## config.mk

```make
export PLATFORM = sky130hd
export DESIGN_NAME = mem_stage
export DESIGN_NICKNAME = d
export VERILOG_FILES = /design/src/rtl/mem_stage.sv
export SDC_FILE = /design/constraint.sdc
export NUM_CORES = 1
export LEC_CHECK = 0
export CORE_MARGIN = 10
export CORE_UTILIZATION = 40
export DETAILED_ROUTE_END_ITERATION = 10
export GPL_TIMING_DRIVEN = 0
export PLACE_DENSITY = 0.71
export SYNTH_ARGS = -nofsm -noshare
export SYNTH_HDL_FRONTEND = slang
export SYNTH_SLANG_ARGS = --single-unit
```

## constraint.sdc

```tcl
create_clock -name clk -period 5.25 [get_ports clk]
set_input_delay 0.7875 -clock clk [delete_from_list [all_inputs] [get_ports clk]]
set_output_delay 0.7875 -clock clk [all_outputs]
set_load 0.02 [all_outputs]
```

## src/rtl/mem_stage.sv

```systemverilog
// Memory-access stage: holds one instruction, waits for its data-SRAM response, aligns and extends load data.
// Latency: 1 cycle for non-memory ops, same cycle as owned data_ok otherwise; a response that WB cannot take yet is buffered.
module mem_stage (
    input  logic        clk,
    input  logic        resetn,
    input  logic        es_to_ms_valid,
    input  logic [31:0] es_pc,
    input  logic [31:0] es_alu_result,
    input  logic [4:0]  es_dest,
    input  logic        es_gr_we,
    input  logic [4:0]  es_ld_op,
    input  logic        es_mem_req,
    input  logic        es_ex,
    input  logic [5:0]  es_ecode,
    input  logic        es_cancel_req,
    input  logic        data_sram_data_ok,
    input  logic [31:0] data_sram_rdata,
    input  logic        ws_allowin,
    input  logic        ms_flush,
    output logic        ms_allowin,
    output logic        ms_to_ws_valid,
    output logic [31:0] ms_pc,
    output logic [31:0] ms_final_result,
    output logic [4:0]  ms_dest,
    output logic        ms_gr_we,
    output logic        ms_ex,
    output logic [5:0]  ms_ecode,
    output logic        ms_fwd_valid,
    output logic [4:0]  ms_fwd_dest,
    output logic [31:0] ms_fwd_data,
    output logic        ms_ld_block
);

    typedef struct packed {
        logic [31:0] pc;
        logic [31:0] alu_result;
        logic [4:0]  dest;
        logic        gr_we;
        logic [4:0]  ld_op;
        logic        mem_req;
        logic        ex;
        logic [5:0]  ecode;
    } ms_payload_t;

    ms_payload_t pl_q, pl_d;
    logic        ms_valid_q, ms_valid_d;
    logic        rbuf_valid_q, rbuf_valid_d;
    logic [31:0] rbuf_q, rbuf_d;
    logic [1:0]  discard_cnt_q, discard_cnt_d;

    logic        owned_ok;
    logic        ms_ready_go;
    logic        handoff;
    logic        inc_ms;
    logic        dec;
    logic [2:0]  cnt_sum;
    logic [31:0] ld_word;
    logic [7:0]  ld_byte;
    logic [15:0] ld_half;
    logic [31:0] ld_data;

    // A response is ours only once every response owed to squashed requests has drained.
    always_comb begin
        owned_ok       = data_sram_data_ok & (discard_cnt_q == 2'd0);
        ms_ready_go    = ~pl_q.mem_req | rbuf_valid_q | owned_ok;
        ms_allowin     = ~ms_valid_q | (ms_ready_go & ws_allowin);
        ms_to_ws_valid = ms_valid_q & ms_ready_go & ~ms_flush;
        handoff        = ms_to_ws_valid & ws_allowin;
    end

    always_comb begin
        ld_word = rbuf_valid_q ? rbuf_q : data_sram_rdata;
        unique case (pl_q.alu_result[1:0])
            2'd0:    ld_byte = ld_word[7:0];
            2'd1:    ld_byte = ld_word[15:8];
            2'd2:    ld_byte = ld_word[23:16];
            default: ld_byte = ld_word[31:24];
        endcase
        ld_half = pl_q.alu_result[1] ? ld_word[31:16] : ld_word[15:0];
        ld_data = ld_word;
        if (pl_q.ld_op[0])      ld_data = {{24{ld_byte[7]}}, ld_byte};
        else if (pl_q.ld_op[1]) ld_data = {24'd0, ld_byte};
        else if (pl_q.ld_op[2]) ld_data = {{16{ld_half[15]}}, ld_half};
        else if (pl_q.ld_op[3]) ld_data = {16'd0, ld_half};
        ms_final_result = (|pl_q.ld_op) ? ld_data : pl_q.alu_result;
    end

    always_comb begin
        ms_valid_d    = ms_valid_q;
        pl_d          = pl_q;
        rbuf_valid_d  = rbuf_valid_q;
        rbuf_d        = rbuf_q;

        if (ms_flush) begin
            ms_valid_d = 1'b0;
        end else if (ms_allowin) begin
            ms_valid_d = es_to_ms_valid;
        end

        if (es_to_ms_valid & ms_allowin & ~ms_flush) begin
            pl_d = '{pc: es_pc, alu_result: es_alu_result, dest: es_dest, gr_we: es_gr_we,
                     ld_op: es_ld_op, mem_req: es_mem_req, ex: es_ex, ecode: es_ecode};
        end

        if (ms_flush | handoff) begin
            rbuf_valid_d = 1'b0;
        end else if (ms_valid_q & pl_q.mem_req & ~rbuf_valid_q & owned_ok & ~ws_allowin) begin
            rbuf_valid_d = 1'b1;
            rbuf_d       = data_sram_rdata;
        end

        // A flushed load still owed its response adds one to swallow; so does EX's dropped request.
        inc_ms  = ms_flush & ms_valid_q & pl_q.mem_req & ~rbuf_valid_q & ~owned_ok;
        dec     = data_sram_data_ok & (discard_cnt_q != 2'd0);
        cnt_sum = {1'b0, discard_cnt_q} + {2'b0, inc_ms} + {2'b0, es_cancel_req} - {2'b0, dec};
        discard_cnt_d = (cnt_sum > 3'd2) ? 2'd2 : cnt_sum[1:0];
    end

    always_ff @(posedge clk or negedge resetn) begin
        if (!resetn) begin
            ms_valid_q    <= 1'b0;
            pl_q          <= '0;
            rbuf_valid_q  <= 1'b0;
            rbuf_q        <= '0;
            discard_cnt_q <= '0;
        end else begin
            ms_valid_q    <= ms_valid_d;
            pl_q          <= pl_d;
            rbuf_valid_q  <= rbuf_valid_d;
            rbuf_q        <= rbuf_d;
            discard_cnt_q <= discard_cnt_d;
        end
    end

    always_comb begin
        ms_pc        = pl_q.pc;
        ms_dest      = pl_q.dest;
        ms_gr_we     = pl_q.gr_we;
        ms_ex        = pl_q.ex;
        ms_ecode     = pl_q.ecode;
        ms_fwd_valid = ms_valid_q & pl_q.gr_we;
        ms_fwd_dest  = pl_q.dest;
        ms_fwd_data  = ms_final_result;
        ms_ld_block  = ms_valid_q & (|pl_q.ld_op) & ~ms_ready_go;
    end

endmodule

```

# Word-level counts from Yosys, hierarchy flattened
# Cells that the tools add are included.
# totals
ff_bits,119
latch_bits,0
mem_bits_rw,0
rom_bits,0
input_bits,122
output_inout_bits,118
word_cells,69
memories,0
# op_classes
add_sub_neg,3
mul,0
div,0
order_cmp,1
n_eq_ne,2
shifts,0
mux,13
bitwise_logic,31
n_reduce_logical,7
# op_table
operator,count
$mux W32,6
$pmux W8 S3,1
$and A1 B1 Y1,19
$mux W16,1
$not A1 Y1,8
$reduce_bool A2 Y1,3
$reduce_or A5 Y1,1
$logic_not A2 Y1,2
$mux W1,4
$or A1 B1 Y1,4
$add A2 B1 Y3,1
$add A3 B1 Y3,1
$gt A3 B2 Y1 const B,1
$sub A3 B1 Y3,1
$eq A2 B1 Y1 const B,1
$eq A2 B2 Y1 const B,1
$mux W2,1
$reduce_and A2 Y1,1

# Logic depth before layout (Yosys ltp)
# Gate-level depths: netlist (run 1).
# logic_depth
ltp_word,9
ltp_mapped,8
depth_no_buf,7

# Worst setup path after synthesis (run 1)
# OpenSTA, ideal clock, no wires.
# synth_timing
kind,input port to output port
startpoint,input port data_sram_rdata[31]
endpoint,output port ms_fwd_data[20]
t_arrival_ns,2.319
required_time_ns,4.463
setup_slack_ns,2.144
cell_stages,6
path_buffers,2
path_cell_list,mux2_4 mux4_2 o2bb2ai_2 buf_6 o22a_1 buf_4
# synth_between
elab_chain_cells,6
# synth_rtl
element,line,text
start: declaration,17,"input logic [31:0] data_sram_rdata,"
$mux W32 *,72,ld_word = rbuf_valid_q ? rbuf_q : data_sram_rdata;
$mux W16,79,ld_half = pl_q.alu_result[1] ? ld_word[31:16] : ld_word[15:0];
$mux W32,83,"else if (pl_q.ld_op[2]) ld_data = {{16{ld_half[15]}}, ld_half};"
$mux W32,82,"else if (pl_q.ld_op[1]) ld_data = {24'd0, ld_byte};"
$mux W32 *,81,"if (pl_q.ld_op[0]) ld_data = {{24{ld_byte[7]}}, ld_byte};"
$mux W32 *,85,ms_final_result = (|pl_q.ld_op) ? ld_data : pl_q.alu_result;
end: declaration,30,"output logic [31:0] ms_fwd_data,"
# Every way passes the cells marked *; elsewhere a longest branch is shown, timed or not.

# Worst setup path in the final report (run 1)
# layout_timing
startpoint,register rbuf_valid_q
endpoint,output port ms_fwd_data[5]
# layout_between
elab_chain_cells,7
# layout_rtl
element,line,text
start: declaration,47,"logic rbuf_valid_q, rbuf_valid_d;"
start signal: assignment,129,rbuf_valid_q <= rbuf_valid_d;
$mux W32 *,72,
$mux W16,79,
$mux W32,84,"else if (pl_q.ld_op[3]) ld_data = {16'd0, ld_half};"
$mux W32,83,
$mux W32,82,
$mux W32 *,81,
$mux W32 *,85,
# Marks and branches as above.

==> results of run 1 <==
stage by stage:
| step | hold WS [ns] | total power, uW |
|---|---|---|
| after floorplan | 0.475 | 2610 |
| after global placement | 0.485 | 3560 |
| after detailed placement | 0.489 | 3610 |
| after CTS | 0.308 | 4780 |
| after global routing | 0.321 | 4970 |
| final | 0.302 | 4720 |
layout make-up:
type | count | area (um2) | share of cell area [%]
tap | 216 | 270 | 2.75
antenna | 1 | 2.50 | 0.0254
sequential | 119 | 2980 | 30.3
clock buffer | 17 | 425 | 4.32
timing repair buffer | 240 | 2420 | 24.6
multi-input combinational | 308 | 2750 | 28.0
clock inverter | 14 | 154 | 1.56
inverter | 5 | 18.8 | 0.191
buffer | 111 | 817 | 8.30
power groups by stage:
stage / clock, uW / combinational (uW) / sequential [uW]
6_report: 1140 / 2280 / 1300
5_1_grt: 1210 / 2420 / 1330
3_5_place_dp: 0 / 2300 / 1310
4_1_cts: 1160 / 2310 / 1300
3_3_place_gp: 0 / 2260 / 1300
2_1_floorplan: 0 / 1340 / 1280
flip-flops by register name, summed over array words and instances (netlist names):
name           count
ms_pc             32
ms_gr_we           1
ms_valid_q         1
rbuf_valid_q       1
pl_q              38
ms_dest            5
ms_ex              1
discard_cnt_q      2
ms_ecode           6
rbuf_q            32
cells by family after synthesis:
kind of cell / synth area share (%)
muxes: 27.9
adders and majority gates: 0.800
xor gates and xnor gates: 0.133
buffers and inverters: 12.7
AOI/OAI and AO/OA: 8.23
and+or+nand+nor: 4.80
DFF: 45.4
worst max-delay path: stages, from the launching register on:
cell and delay, ns:
dfrtp_1 0.33, buf_6 0.18, buf_2 0.30, buf_2 0.36
mux2i_1 0.56, nand2_1 0.12, a311oi_1 0.34, a21oi_1 0.11
buf_4 0.16, clkdlybuf4s50_1 0.53
metal layers:
layer | global-route usage (%) | vias to the layer above | part of all wire, %
met4 | 6.34 | 4 | 1.7
met2 | 33.3 | 169 | 52
met3 | 7.58 | 26 | 7.8
met1 | 20.8 | 2521 | 38
li1 | - | 2375 | -
met5 | 0 | - | 0.13
worst paths after layout:
check	start	end	slack [ns]	depth (start not counted)
setup reg to reg	rbuf_valid_q$_DFFE_PN0P_	discard_cnt_q[0]$_DFF_PN0_	2.90	8
hold / removal	resetn	discard_cnt_q[0]$_DFF_PN0_	0.30	1
max in group asynchronous	resetn	rbuf_q[31]$_DFFE_PN0P_	4.22	2
hold reg to reg	rbuf_q[27]$_DFFE_PN0P_	rbuf_q[27]$_DFFE_PN0P_	0.50	1
min in group clk	rbuf_q[27]$_DFFE_PN0P_	rbuf_q[27]$_DFFE_PN0P_	0.50	1
setup / recovery	rbuf_valid_q$_DFFE_PN0P_	ms_fwd_data[5]	1.07	9
cells in the mapped netlist (7+ instances only):
cell type / n / area share [%]
dfrtp_1: 119 / 45
mux2_2: 119 / 20
buf_4: 80 / 9.1
mux2i_1: 40 / 6.1
a21oi_1: 28 / 2.1
nor2_1: 20 / 1.1
nand2_1: 16 / 0.91
o22a_1: 16 / 2.1
buf_6: 12 / 2.1
clkbuf_1: 11 / 0.63
buf_2: 8 / 0.61
nand2b_1: 7 / 0.67
o21ai_0: 7 / 0.53
==> impl_metrics.json, run 1 <==
{
  "ys.flop_type": "dfrtp_1",
  "finalSetupViolations": 0,
  "ir_drop_mv": 0.277,
  "fin_crit_sh_pct": 79.7,
  "seqPwrFrac_pct": 27.6,
  "combPwrFrac_pct": 48.3,
  "p_leak_uw": 0.00415,
  "required_ns": 4.46,
  "ys_ff_latch": 119,
  "path_class": "reg -> out",
  "startpoint_type": "register",
  "vias": 5095,
  "cts_resized": 0,
  "n_fill_cell": 1355,
  "status": "finished, final reports clean",
  "min_period_ns": 4.18,
  "syn_inst": 543,
  "grt_overflow": 0,
  "clockBufferDepth": 2,
  "dpl.hpwl_mm": 16.6,
  "final_cells": 1031,
  "cp_max_fo": 10,
  "layout_commonest_cell": "clkdlybuf4s50_1",
  "yosysSeqAreaShare_pct": 45.4,
  "cts_max_level": 4,
  "post-route-drc-count": 0,
  "cts_tree": "built",
  "p_sw_uw": 1640,
  "wl_per_cell_um": 20.3,
  "gp_congestion": 0.841,
  "slew_violations": 0,
  "finalCoreUtilization_pct": 61.5,
  "finalSetupTns_ns": 0,
  "num_rows": 46,
  "core_area_um2": 16000,
  "p_int_uw": 3080,
  "ys_warn_count": 0,
  "p_clk_share_pct": 24.1,
  "ant_nets": 0,
  "syn_nets": 668,
  "fin_area_um2": 9840,
  "dieArea_um2": 21900,
  "grt_pass1_wl_mm": 32.4,
  "dp_cells": 999,
  "cts_sinks": 119,
  "grt_start_max_net_pins": 74,
  "synth_cell_types": 45,
  "clk_root_buffer_cell": "clkbuf_16",
  "fin_nets": 927,
  "cts.reportedPaths.clkPinSlew_ns": 0.05,
  "place_area_um2": 9260,
  "numCtsBuffers": 17,
  "dr.pass1.iters": 4,
  "synthesis.area_um2": 6570,
  "initial_utilization_pct": 41.0,
  "relSlewSlack_pct": 42.8,
  "grt_pass1_vias": 5707,
  "antenna_found_initial": 3,
  "final_hold_viol_count": 0,
  "layout_setup_ws_ns": 1.07,
  "mostFrequentLayoutCells": "clkdlybuf4s50_1 (238), mux2_2 (119), dfrtp_1 (119)",
  "max_freq_mhz": 239,
  "rsz0062_at_grt": "false",
  "drive_gt1_share_pct": 32.4,
  "area_growth_pct": 49.9,
  "place.port_buffers": 239,
  "viasPerCell": 4.94,
  "place_ws_ns": 1.13,
  "avgSynthCellArea_um2": 12.1,
  "hold_buffers": 0,
  "worst_pin_slew_ns": 0.852,
  "cap_violations": 0,
  "die_x_um": 148,
  "powerDensity_nw_per_um2": 480,
  "drtIter0Drc": 237,
  "clk_latency_ns": 0.42,
  "async_reset_ff_share_pct": 100,
  "synth-edff-count": 0,
  "routed_wl_mm": 20.9,
  "worstPathArrival_ns": 3.40,
  "io_pins": 240,
  "grtUsageTotal_pct": 19.1,
  "post_cts_buffers": 0,
  "switching_share_pct": 34.7,
  "finClkSkew_ns": 0.0127,
  "hp-class": "in -> async",
  "die_y_um": 148,
  "end_kind": "output port"
}
Note: power is estimated with default switching activity, not from simulation.
==> run 2, diff against run 1 <==
- PLACE_DENSITY: 0.71 -> 0.74
- clock period: 5.25 -> 3.5 ns (I/O delays scaled with it)
==> run 2 against run 1 <==
Routed wire length up 1.4%. Sequential power up 53%. Sequential share of layout area down 0.72 points. Worst hold slack better by 0.20 ns. Register-to-register slack worse by 1.8 ns. Power up 54%. Global-route usage up 0.059 points. Final area up 2.5%. Core utilization up 1.5 points. Setup slack worse by 1.0 ns. Critical path type unchanged.
==> impl_metrics.json, run 2 (synthesis gave the netlist of run 1 again) <==
{
  "path_class": "reg -> out",
  "numCtsBuffers": 17,
  "initial_utilization_pct": 41.0,
  "worstPathArrival_ns": 2.96,
  "cts_tree": "built",
  "cts.reportedPaths.clkPinSlew_ns": 0.06,
  "r2r_cells": 9,
  "seqPwrFrac_pct": 27.4,
  "largest_reg_flops": 38,
  "clk_latency_ns": 0.42,
  "cap_violations": 0,
  "hold_path_startpoint": "ms_pc[15]$_DFFE_PN0P_",
  "n_fill_cell": 1308,
  "p_clk_share_pct": 26.7,
  "grt_start_max_net_pins": 89,
  "switching_share_pct": 34.5,
  "max_freq_mhz": 287,
  "slew_violations": 0,
  "antenna_found_initial": 4,
  "mostFrequentLayoutCells": "clkdlybuf4s50_1 (197), mux2_2 (118), dfrtp_1 (118)",
  "grt_overflow": 0,
  "finalSetupTns_ns": 0,
  "die_y_um": 148,
  "status": "finished, final reports clean",
  "end_kind": "output port",
  "vias": 5220,
  "finalSetupViolations": 0,
  "combPwrFrac_pct": 45.9,
  "worst_pin_slew_ns": 0.620,
  "viasPerCell": 5.04,
  "grtUsageTotal_pct": 19.2,
  "cp_max_fo": 10,
  "area_growth_pct": 53.6,
  "ir_drop_mv": 0.414,
  "dr.pass1.iters": 4,
  "dieArea_um2": 21900,
  "r2r_start": "rbuf_valid_q$_DFFE_PN0P_",
  "wl_per_cell_um": 20.5,
  "routed_wl_mm": 21.3,
  "rsz0062_at_grt": "true",
  "p_leak_uw": 0.00440,
  "fin_crit_sh_pct": 99.5,
  "cts_sinks": 119,
  "finClkSkew_ns": 0.0107,
  "place.port_buffers": 239,
  "io_pins": 240,
  "required_ns": 2.97,
  "ant_nets": 0,
  "p_sw_uw": 2510,
  "cp-startpoint": "pl_q[8]$_DFFE_PN0P_",
  "powerDensity_nw_per_um2": 720,
  "gp_congestion": 0.876,
  "fin_nets": 932,
  "clk_root_buffer_cell": "clkbuf_16",
  "final_hold_viol_count": 0,
  "post-route-drc-count": 0,
  "hp-class": "reg -> reg",
  "min_period_ns": 3.48,
  "relSlewSlack_pct": 58.4,
  "core_area_um2": 16000,
  "p_int_uw": 4750,
  "startpoint_type": "register",
  "clockBufferDepth": 2,
  "dpl.hpwl_mm": 16.8,
  "finalCoreUtilization_pct": 63.0,
  "grt_pass1_wl_mm": 32.5,
  "drive_gt1_share_pct": 35.8,
  "drtIter0Drc": 222,
  "hold_depth": 1,
  "layout_commonest_cell": "clkdlybuf4s50_1",
  "grt_pass1_vias": 5759,
  "largest-register": "pl_q",
  "die_x_um": 148,
  "num_rows": 46,
  "cts_max_level": 4
}
[run 2: changes by cell type in the layout (fill, tap and decap cells not counted), sizes merged]
cell / delta
bufinv: +3
clkinvlp: -3
clkbuf: -2
dlygate4sd2: +36
dlygate4sd3: +1
dlymetal6s2s: +4
buf: +7
clkdlybuf4s50: -41
[run 2: through the flow]
stage | area [um2] | setup slack (ns) | instances | hold slack (ns) | power [uW]
global route | 10100 | -0.0593 | 1036 | 0.516 | 7610
global placement | 9230 | -2.91 | 998 | 0.484 | 5330
floorplan | 6570 | 0.794 | 543 | 0.229 | 3920
detailed placement | 9260 | -0.101 | 999 | 0.428 | 5430
CTS | 9970 | -0.0344 | 1031 | 0.507 | 7300
finish | 10100 | 0.0178 | 1036 | 0.505 | 7260
[run 2: worst paths after layout]
| check | endpoint | slack [ns] |
|---|---|---|
| worst max-delay path | ms_fwd_data[3] | 0.02 |
| worst min-delay path | ms_pc[15]$_DFFE_PN0P_ | 0.51 |
| worst max register to register | discard_cnt_q[0]$_DFF_PN0_ | 1.06 |
| worst min register to register | ms_pc[15]$_DFFE_PN0P_ | 0.51 |
| max in group asynchronous | rbuf_q[29]$_DFFE_PN0P_ | 2.17 |
| min in group asynchronous | ms_pc[25]$_DFFE_PN0P_ | 0.56 |
[run 2: final cells by class]
type | count | area (um2) | share of cell area (%)
Buffer | 109 | 842 | 8.35
Clock inverter | 14 | 225 | 2.23
Antenna cell | 1 | 2.50 | 0.0248
Multi-Input combinational cell | 308 | 2880 | 28.6
Inverter | 5 | 18.8 | 0.186
Sequential cell | 119 | 2980 | 29.5
Clock buffer | 17 | 425 | 4.22
Timing Repair Buffer | 247 | 2440 | 24.2
Tap cell | 216 | 270 | 2.68
[run 2: power groups by stage]
stage | Sequential, uW | Clock, uW | Combinational, uW
after floorplan | 1910 | 0 | 2010
after global placement | 1950 | 0 | 3380
after detailed placement | 1980 | 0 | 3450
after CTS | 1970 | 1970 | 3360
after global routing | 2040 | 2040 | 3540
final | 1990 | 1940 | 3330
[run 2: routing by layer]
layer	global-route usage [%]	part of all wire, %
met1	20.3	38
met2	33.6	52
met3	8.10	8.0
met4	6.59	2.5
met5	0	0.15
[run 2: what timing repair did]
item,in CTS,in global routing
gates resized for setup,63,19
setup endpoints to repair,63,34
setup buffers,0,6
endpoints found under the hold margin,31,0
hold buffers,1,0
[run 2: critical path, stage by stage (launching register included)]
cell and delay (ns):
dfrtp_2 0.49, or4_1 0.51, buf_2 0.19, and3_1 0.16, o21ai_1 0.23, a32o_1 0.25
buf_4 0.12, clkdlybuf4s50_1 0.59
